**src/rtl/alu_arbiter.sv**
```systemverilog
// alu_arbiter: two-requester front end for one shared combinational ALU.
// Each accepted operation takes a single EXEC cycle, then is held in RESP
// until the consumer takes it. Illegal opcodes (6, 7) go straight to RESP
// with an error response. Round-robin or fixed (requester 0) priority.
//
// Ports
//   clk, rst_n                 clock, async active-low reset
//   rN_valid/rN_a/rN_b/rN_op   requester N operation (N = 0,1)
//   rN_ready                   one-cycle accept strobe to requester N
//   alu_a/alu_b/alu_op         operands/opcode driven to the shared ALU
//   alu_result/alu_flags       combinational ALU outputs ({V,N,C,Z})
//   rsp_valid/rsp_ready        response handshake
//   rsp_id/rsp_result/rsp_flags/rsp_err  response payload
//   busy                       high whenever not idle
//   op_cnt                     completed responses, wrapping
module alu_arbiter #(
  parameter int unsigned RR_EN   = 1,
  parameter int unsigned RR_INIT = 0
) (
  input  logic        clk,
  input  logic        rst_n,
  input  logic        r0_valid,
  input  logic [7:0]  r0_a,
  input  logic [7:0]  r0_b,
  input  logic [2:0]  r0_op,
  output logic        r0_ready,
  input  logic        r1_valid,
  input  logic [7:0]  r1_a,
  input  logic [7:0]  r1_b,
  input  logic [2:0]  r1_op,
  output logic        r1_ready,
  output logic [7:0]  alu_a,
  output logic [7:0]  alu_b,
  output logic [2:0]  alu_op,
  input  logic [7:0]  alu_result,
  input  logic [3:0]  alu_flags,
  output logic        rsp_valid,
  input  logic        rsp_ready,
  output logic        rsp_id,
  output logic [7:0]  rsp_result,
  output logic [3:0]  rsp_flags,
  output logic        rsp_err,
  output logic        busy,
  output logic [15:0] op_cnt
);

  localparam logic [1:0] S_IDLE = 2'd0;
  localparam logic [1:0] S_EXEC = 2'd1;
  localparam logic [1:0] S_RESP = 2'd2;

  // The pointer holds the last-served id; resetting it to the opposite of
  // RR_INIT makes RR_INIT the first winner under contention.
  localparam logic LAST_RST = (RR_INIT == 0) ? 1'b1 : 1'b0;
  localparam logic RR_ON    = (RR_EN != 0);

  logic [1:0]  r_state;
  logic        r_last;
  logic [7:0]  r_alu_a;
  logic [7:0]  r_alu_b;
  logic [2:0]  r_alu_op;
  logic        r_rsp_id;
  logic        r_rsp_err;
  logic [7:0]  r_rsp_result;
  logic [3:0]  r_rsp_flags;
  logic [15:0] r_op_cnt;

  logic        w_idle;
  logic        w_pick1;
  logic        w_accept;
  logic        w_illegal;
  logic [7:0]  w_sel_a;
  logic [7:0]  w_sel_b;
  logic [2:0]  w_sel_op;

  always_comb begin
    w_idle = (r_state == S_IDLE);
    if (r0_valid && r1_valid) begin
      w_pick1 = RR_ON & ~r_last;
    end else begin
      w_pick1 = r1_valid;
    end
    // rst_n gating keeps both strobes low while reset is held.
    w_accept  = w_idle & (r0_valid | r1_valid) & rst_n;
    w_sel_a   = w_pick1 ? r1_a  : r0_a;
    w_sel_b   = w_pick1 ? r1_b  : r0_b;
    w_sel_op  = w_pick1 ? r1_op : r0_op;
    w_illegal = w_sel_op[2] & w_sel_op[1];
  end

  always_ff @(posedge clk or negedge rst_n) begin
    if (!rst_n) begin
      r_state      <= S_IDLE;
      r_last       <= LAST_RST;
      r_alu_a      <= '0;
      r_alu_b      <= '0;
      r_alu_op     <= '0;
      r_rsp_id     <= 1'b0;
      r_rsp_err    <= 1'b0;
      r_rsp_result <= '0;
      r_rsp_flags  <= '0;
      r_op_cnt     <= '0;
    end else begin
      case (r_state)
        S_IDLE: begin
          if (w_accept) begin
            r_alu_a  <= w_sel_a;
            r_alu_b  <= w_sel_b;
            r_alu_op <= w_sel_op;
            r_rsp_id <= w_pick1;
            if (w_illegal) begin
              r_rsp_err    <= 1'b1;
              r_rsp_result <= '0;
              r_rsp_flags  <= '0;
              r_state      <= S_RESP;
            end else begin
              r_state <= S_EXEC;
            end
          end
        end
        S_EXEC: begin
          r_rsp_result <= alu_result;
          r_rsp_flags  <= alu_flags;
          r_rsp_err    <= 1'b0;
          r_state      <= S_RESP;
        end
        S_RESP: begin
          if (rsp_ready) begin
            r_op_cnt <= r_op_cnt + 16'd1;
            r_last   <= r_rsp_id;
            r_state  <= S_IDLE;
          end
        end
        default: r_state <= S_IDLE;
      endcase
    end
  end

  assign r0_ready   = w_accept & ~w_pick1;
  assign r1_ready   = w_accept & w_pick1;
  assign alu_a      = r_alu_a;
  assign alu_b      = r_alu_b;
  assign alu_op     = r_alu_op;
  assign rsp_valid  = (r_state == S_RESP);
  assign rsp_id     = r_rsp_id;
  assign rsp_result = r_rsp_result;
  assign rsp_flags  = r_rsp_flags;
  assign rsp_err    = r_rsp_err;
  assign busy       = (r_state != S_IDLE);
  assign op_cnt     = r_op_cnt;

endmodule

```
**config.mk**
```make
export PLATFORM = sky130hd
export DESIGN_NAME = alu_arbiter
export DESIGN_NICKNAME = d
export VERILOG_FILES = /design/src/rtl/alu_arbiter.sv
export SDC_FILE = /design/constraint.sdc
export NUM_CORES = 1
export LEC_CHECK = 0
export ABC_AREA = 1
export CORE_AREA = 2 2 84 78
export CTS_BUF_LIST = sky130_fd_sc_hd__clkbuf_16
export DETAILED_ROUTE_END_ITERATION = 12
export DIE_AREA = 0 0 86 80
export PLACE_DENSITY_LB_ADDON = 0.05
export SYNTH_ARGS = -nofsm -noshare
export SYNTH_HDL_FRONTEND = slang
export SYNTH_SLANG_ARGS = --single-unit
```
**constraint.sdc**
```tcl
create_clock -name clk -period 1.8 [get_ports clk]
set_input_delay 0.36 -clock clk [delete_from_list [all_inputs] [get_ports clk]]
set_output_delay 0.36 -clock clk [all_outputs]
set_load 0.1 [all_outputs]
```
==> results of run 1 <==
-- placed cells by master (no fill, tap or decap), drive strengths merged --
cell           instances
xor2                   6
clkdlybuf4s15          1
nand4                  5
xnor2                  3
nand3                 40
nor3                   1
a21oi                  4
nor2                  20
ha                     1
o21bai                 1
clkinv                 1
o21ai                  5
inv                   22
or2                    1
o211ai                 1
nand2                129
clkbuf                 5
clkdlybuf4s50         51
dfrtp                 51
dfstp                  1
dlygate4sd2            1
buf                   66
bufinv                 1
-- power breakdown --
part | switching [mW] | total, mW | internal, mW | leakage [nW]
clock network | 0.405 | 1.05 | 0.649 | 0.0850
registers | 0.526 | 2.15 | 1.62 | 0.653
logic | 4.02 | 6.12 | 2.10 | 1.32
total | 4.95 | 9.32 | 4.37 | 2.06
-- synth_stat cells --
| master | instances |
|---|---|
| nand4_1 | 5 |
| o21ai_0 | 5 |
| o211ai_1 | 1 |
| nor2_1 | 17 |
| nand3_1 | 37 |
| nand3_2 | 1 |
| dfrtp_1 | 51 |
| nand3_4 | 2 |
| a21oi_1 | 3 |
| buf_2 | 4 |
| buf_6 | 1 |
| buf_4 | 1 |
| o21bai_1 | 1 |
| dfstp_2 | 1 |
| nand2_1 | 129 |
| clkbuf_1 | 1 |
| a21oi_4 | 1 |
| nor3_1 | 1 |
| nor2_4 | 1 |
| ha_1 | 1 |
| xnor2_1 | 3 |
| inv_1 | 21 |
| nor2_2 | 2 |
| xor2_1 | 6 |
| or2_4 | 1 |
-- metrics by stage --
step                      TNS (ps)  hold slack, ps  instances  total power [mW]  util, %
after detailed placement     -5050             405        481              8.31     69.8
after floorplan                  0            64.4        297              5.78        -
final                            0             117        489              9.32     72.6
after global routing             0             124        489              9.68     72.6
after global placement       -2850             399        481              8.26     69.8
after CTS                        0             106        489              9.39     72.5
-- state kept, by name (all words and copies together) (netlist names) --
| name | flops |
|---|---|
| alu_b | 8 |
| rsp_result | 8 |
| op_cnt | 16 |
| alu_a | 8 |
| rsp_id | 1 |
| rsp_err | 1 |
| r_state | 2 |
| alu_op | 3 |
| rsp_flags | 4 |
| r_last | 1 |
-- final cells by class --
class | instances | share of cell area, %
Tap cell | 72 | 2.08
Clock inverter | 3 | 0.894
Clock buffer | 5 | 2.88
Multi-Input combinational cell | 217 | 23.3
Timing Repair Buffer | 119 | 38.8
Sequential cell | 52 | 30.2
Inverter | 21 | 1.82
-- what timing repair did --
item                                    in CTS  in global routing
gates resized for setup                      3                  1
setup buffers                                0                  0
endpoints found under the setup margin       2                  1
gates cloned                                 0                  0
-- layer usage --
metal / GRT usage, % / vias to the layer above
li1: - / 1174
met1: 26.2 / 1093
met2: 34.3 / 56
met3: 4.24 / 7
met4: 5.24 / 0
met5: 0 / -
-- how the worst min path moves through the flow --
stage / from / end / cells after the start
floorplan: rst_n / alu_a[0]$_DFFE_PN0P_ / 0
global placement: rst_n / alu_a[5]$_DFFE_PN0P_ / 2
detailed placement: rst_n / alu_op[1]$_DFFE_PN0P_ / 2
CTS: rst_n / alu_op[1]$_DFFE_PN0P_ / 2
global route: rst_n / rsp_flags[1]$_DFFE_PN0P_ / 2
finish: rst_n / alu_a[5]$_DFFE_PN0P_ / 2
-- cells by family (layout without fill, tap and decap cells) --
logic type | count (synthesis) | in the layout
fa+ha+maj | 1 | 1
buf+inv | 28 | 148
simple gates | 196 | 196
compound gates | 11 | 11
xor+xnor | 9 | 9
flops | 52 | 52
-- critical path, cell delays in order (launching register included) --
cell and delay [ps]:
dfrtp_1 390, nor2_2 190, nand3_4 130, a21oi_4 180, buf_12 190
==> flow_summary.yaml, run 1 <==
status:
  status: "completed"
timing:
  tightest_slew_ps: 551
  post-route-period-util_pct: 96.3
  relSlewSlack_pct: 63.3
  max_freq_ghz: 0.577
  skew_ps: 5.80
  layout_min_cycle_time_ps: 1730
  drv_slew: 0
  layout_setup_ws_ps: 66.5
  setup_violations: 0
  hold_viol: 0
  rsz0062_at_grt: "false"
routing:
  wl_met2_um: 3190
  viasPerCell: 4.76
  drt_iter0_markers: 102
  vias: 2330
  ant_nets: 0
  met3_wirelength_um: 364
  wl_per_cell_um: 13.2
  highest_layer: "met4"
  m1WireLength_um: 2820
  drt_wl_total_um: 6440
  dr.pass1.iters: 4
  route.detailed.drc: 0
setup_path:
  r2r_cells: 7
  crit_path_start: "r_state[1]$_DFFE_PN0P_"
  rr_endpoint: "rsp_result[7]$_DFFE_PN0P_"
  rr_startpoint: "r_last$_DFFE_PN1P_"
  cp-endpoint: "r0_ready"
  cp_data_required_time_ps: 1440
  worstPathArrival_ps: 1370
  crit_fanout: 4
  endpoint_kind: "primary output"
  reg2reg_slack_ps: 200
  critPathKind: "reg -> out"
  startpoint_type: "flip-flop"
final_layout:
  drive_above_1_share_pct: 21.1
  final_area_um2: 4340
  fin_nets: 472
  fill_cells: 440
  n_antenna_cell: 0
  synthToLayoutAreaGrowth_pct: 78.3
  seqCellArea_um2: 1310
  multi_input_area_um2: 1010
logic_synthesis:
  syn_inst: 297
  synth_seq_area_share_pct: 53.5
  mappedNetlistNets: 353
  yosysWarnings: 0
  synthSimpleGateAreaFrac_pct: 34.8
  synthAdderAreaFrac_pct: 0.514
  synth_xor_area_share_pct: 3.24
  synthTopCellsByArea: "dfrtp_1 (52%), nand2_1 (20%), nand3_1 (7.6%)"
  synth_top_family_by_area: "simple AND/OR/NAND/NOR gates"
  synth_cell_types: 25
  yosysTopAreaCellShare_pct: 52.4
  syn_area_um2: 2430
  syn_avg_cell_area_um2: 8.19
  ys_seq_elements: 52
  muxShareOfSynthArea_pct: 0
  yosysTopAreaCell: "dfrtp_1"
  synth_compound_area_share_pct: 2.93
placed_design:
  post-place-ws_ps: -211
  place_congestion: 0.795
  port-buffer-count: 107
  dpl_cell_area_um2: 4170
  dpl.hpwl_um: 4970
clock_network:
  cts.clk_slew.worst_paths_ps: 70
  numCtsBuffers: 5
  h-tree-depth: 2
  clk_latency_ps: 280
  ctsLongestPathBuffers: 2
  cts.sinks: 52
  cts-root-buf: "clkbuf_16"
  cts_tree: "built"
  hold_buffers: 0
pwr:
  p_per_area_nw_per_um2: 2150
  vdd_drop_max_mv: 1.55
  p_leak_nw: 2.06
global_routing:
  track_usage_pct: 20.2
  grt_max_degree: 44
  grt_pass1_vias: 2439
  antenna_found_initial: 0
  grt_pass1_wl_um: 11100
  gr-total-overflow: 0
floorplanning:
  rows: 27
  pin_count: 108
  die_y_um: 80
  die_x_um: 86
  core_um2: 5980
  die_area_um2: 6880
  start_util_pct: 40.7
hold_path:
  hold_class: "in -> async"
run:
  cap_viol_max_count: 0
Note: power is estimated with default switching activity, not from simulation.
==> run 2, diff against run 1 <==
--- a/config.mk
+++ b/config.mk
@@ -14,3 +14,4 @@
 export SYNTH_ARGS = -nofsm -noshare
 export SYNTH_HDL_FRONTEND = slang
 export SYNTH_SLANG_ARGS = --single-unit
+export TNS_END_PERCENT = 5
==> run 2 against run 1 <==
Final cell count up 1.0%. Wire length is 4.3% higher. Largest power group unchanged. Register-to-register slack is essentially flat. Critical path depth is the same.
==> flow_summary.yaml, run 2 (synthesis results as in run 1) <==
routing:
  ant_nets: 0
  route.detailed.drc: 0
  viasPerCell: 4.77
  vias: 2357
  wl_per_cell_um: 13.6
  dr.pass1.iters: 5
  drt_iter0_markers: 132
  drt_wl_total_um: 6720
global_routing:
  grt_max_degree: 48
  gr-total-overflow: 0
  grt_pass1_wl_um: 11200
  antenna_found_initial: 0
  grt_pass1_vias: 2426
  track_usage_pct: 20.9
clock_network:
  h-tree-depth: 2
  cts-root-buf: "clkbuf_16"
  clk_latency_ps: 290
  numCtsBuffers: 5
  cts.clk_slew.worst_paths_ps: 60
  cts.sinks: 52
  cts_tree: "built"
  ctsLongestPathBuffers: 2
final_layout:
  drive_above_1_share_pct: 21.3
  fin_nets: 477
  largest_reg_flops: 16
  n_antenna_cell: 0
  synthToLayoutAreaGrowth_pct: 79.0
  layout_common_cells: "nand2_1 (127), buf_12 (53), clkdlybuf4s50_1 (51), dfrtp_1 (48), nand3_1 (37)"
  final_common_cell: "nand2_1"
  fin_cells: 494
floorplanning:
  die_x_um: 86
  rows: 27
  core_um2: 5980
  die_y_um: 80
  die_area_um2: 6880
  start_util_pct: 40.7
  pin_count: 108
pwr:
  totalPowerFinal_mw: 9.21
  p_per_area_nw_per_um2: 2110
  p_leak_nw: 2.08
  vdd_drop_max_mv: 1.57
timing:
  hold_ws_ps: 310
  drv_slew: 0
  rsz0062_at_grt: "false"
  max_freq_ghz: 0.568
  tightest_slew_ps: 611
  setup_violations: 0
  layout_setup_ws_ps: 38.8
  layout_min_cycle_time_ps: 1760
  hold_viol: 0
  post-route-period-util_pct: 97.8
  relSlewSlack_pct: 59.3
  skew_ps: 3.15
placed_design:
  port-buffer-count: 107
  dpl.hpwl_um: 4980
  post-place-ws_ps: -113
  place_congestion: 0.814
  dp_cells: 482
setup_path:
  reg2reg_slack_ps: 190
  max_stage_delay_ps: 550
  crit_fanout: 3
  crit_chain: "nand2_2 > buf_4 > a21oi_4 > buf_12"
  cp.buffers_inverters: 2
  startpoint_type: "flip-flop"
  rr_endpoint: "alu_b[7]$_DFFE_PN0P_"
  worstPathArrival_ps: 1400
  r2r_cells: 8
  crit_slowest_cell: "dfstp_2"
  endpoint_kind: "primary output"
  rr_startpoint: "r_last$_DFFE_PN1P_"
  cp_data_required_time_ps: 1440
  critPathTopFamily: "flip-flops"
  critPathKind: "reg -> out"
run:
  cap_viol_max_count: 0
status:
  status: "completed"
hold_path:
  hold_class: "in -> async"
[run 2: worst max path at each step]
| stage | startpoint | endpoint | slack [ps] | cells past startpoint |
|---|---|---|---|---|
| after global placement | r1_valid | rsp_result[7]$_DFFE_PN0P_ | -30 | 8 |
| after floorplan | op_cnt[3]$_DFFE_PN0P_ | op_cnt[15]$_DFFE_PN0P_ | -6 | 7 |
| after global routing | r_last$_DFFE_PN1P_ | r0_ready | 0.4 | 4 |
| final | r_last$_DFFE_PN1P_ | r0_ready | 40 | 4 |
| after detailed placement | r1_valid | rsp_result[3]$_DFFE_PN0P_ | -110 | 8 |
| after CTS | r_last$_DFFE_PN1P_ | r0_ready | 20 | 4 |
[run 2: final cells by class]
| type | count | area [um2] |
|---|---|---|
| clock buffers | 5 | 125 |
| inverters | 21 | 78.8 |
| fillers | 429 | 1620 |
| clock inverters | 3 | 12.5 |
| flip-flops and latches | 52 | 1310 |
| repair buffers | 124 | 1720 |
| well taps | 72 | 90.1 |
| multi-input cells | 217 | 1020 |
[run 2: timing repair]
item	4_1_cts	5_1_grt
setup endpoints to repair	2	1
gates resized for setup	4	1
endpoints found under the hold margin	5	0
hold buffers	1	0
buffers inserted	2	1
pin swaps	1	1
[run 2: power by group]
part | total (mW) | internal [mW] | switching, mW
logic | 6.16 | 2.13 | 4.03
clock network | 0.905 | 0.503 | 0.402
registers | 2.15 | 1.62 | 0.529
total | 9.21 | 4.25 | 4.96
[run 2: through the flow]
stage | instance area, um2 | utilization (%) | TNS [ps]
floorplan | 2440 | - | -5.83
global placement | 4180 | 69.9 | -365
detailed placement | 4180 | 69.9 | -1300
CTS | 4340 | 72.7 | 0
global route | 4360 | 72.9 | 0
finish | 4360 | 72.9 | 0
[run 2: worst register-to-register path, delay by kind of cell, from the launching register on]
family          cells  cell delay (ps)
compound gates      1              150
flops               1              550
buf+inv             4              600
simple gates        3              230
[run 2: metal layers]
| metal | routed length (um) | global-route usage (%) |
|---|---|---|
| met4 | 108 | 6.19 |
| met1 | 2800 | 25.2 |
| met5 | 0 | 0 |
| met2 | 3430 | 36.7 |
| met3 | 383 | 5.58 |
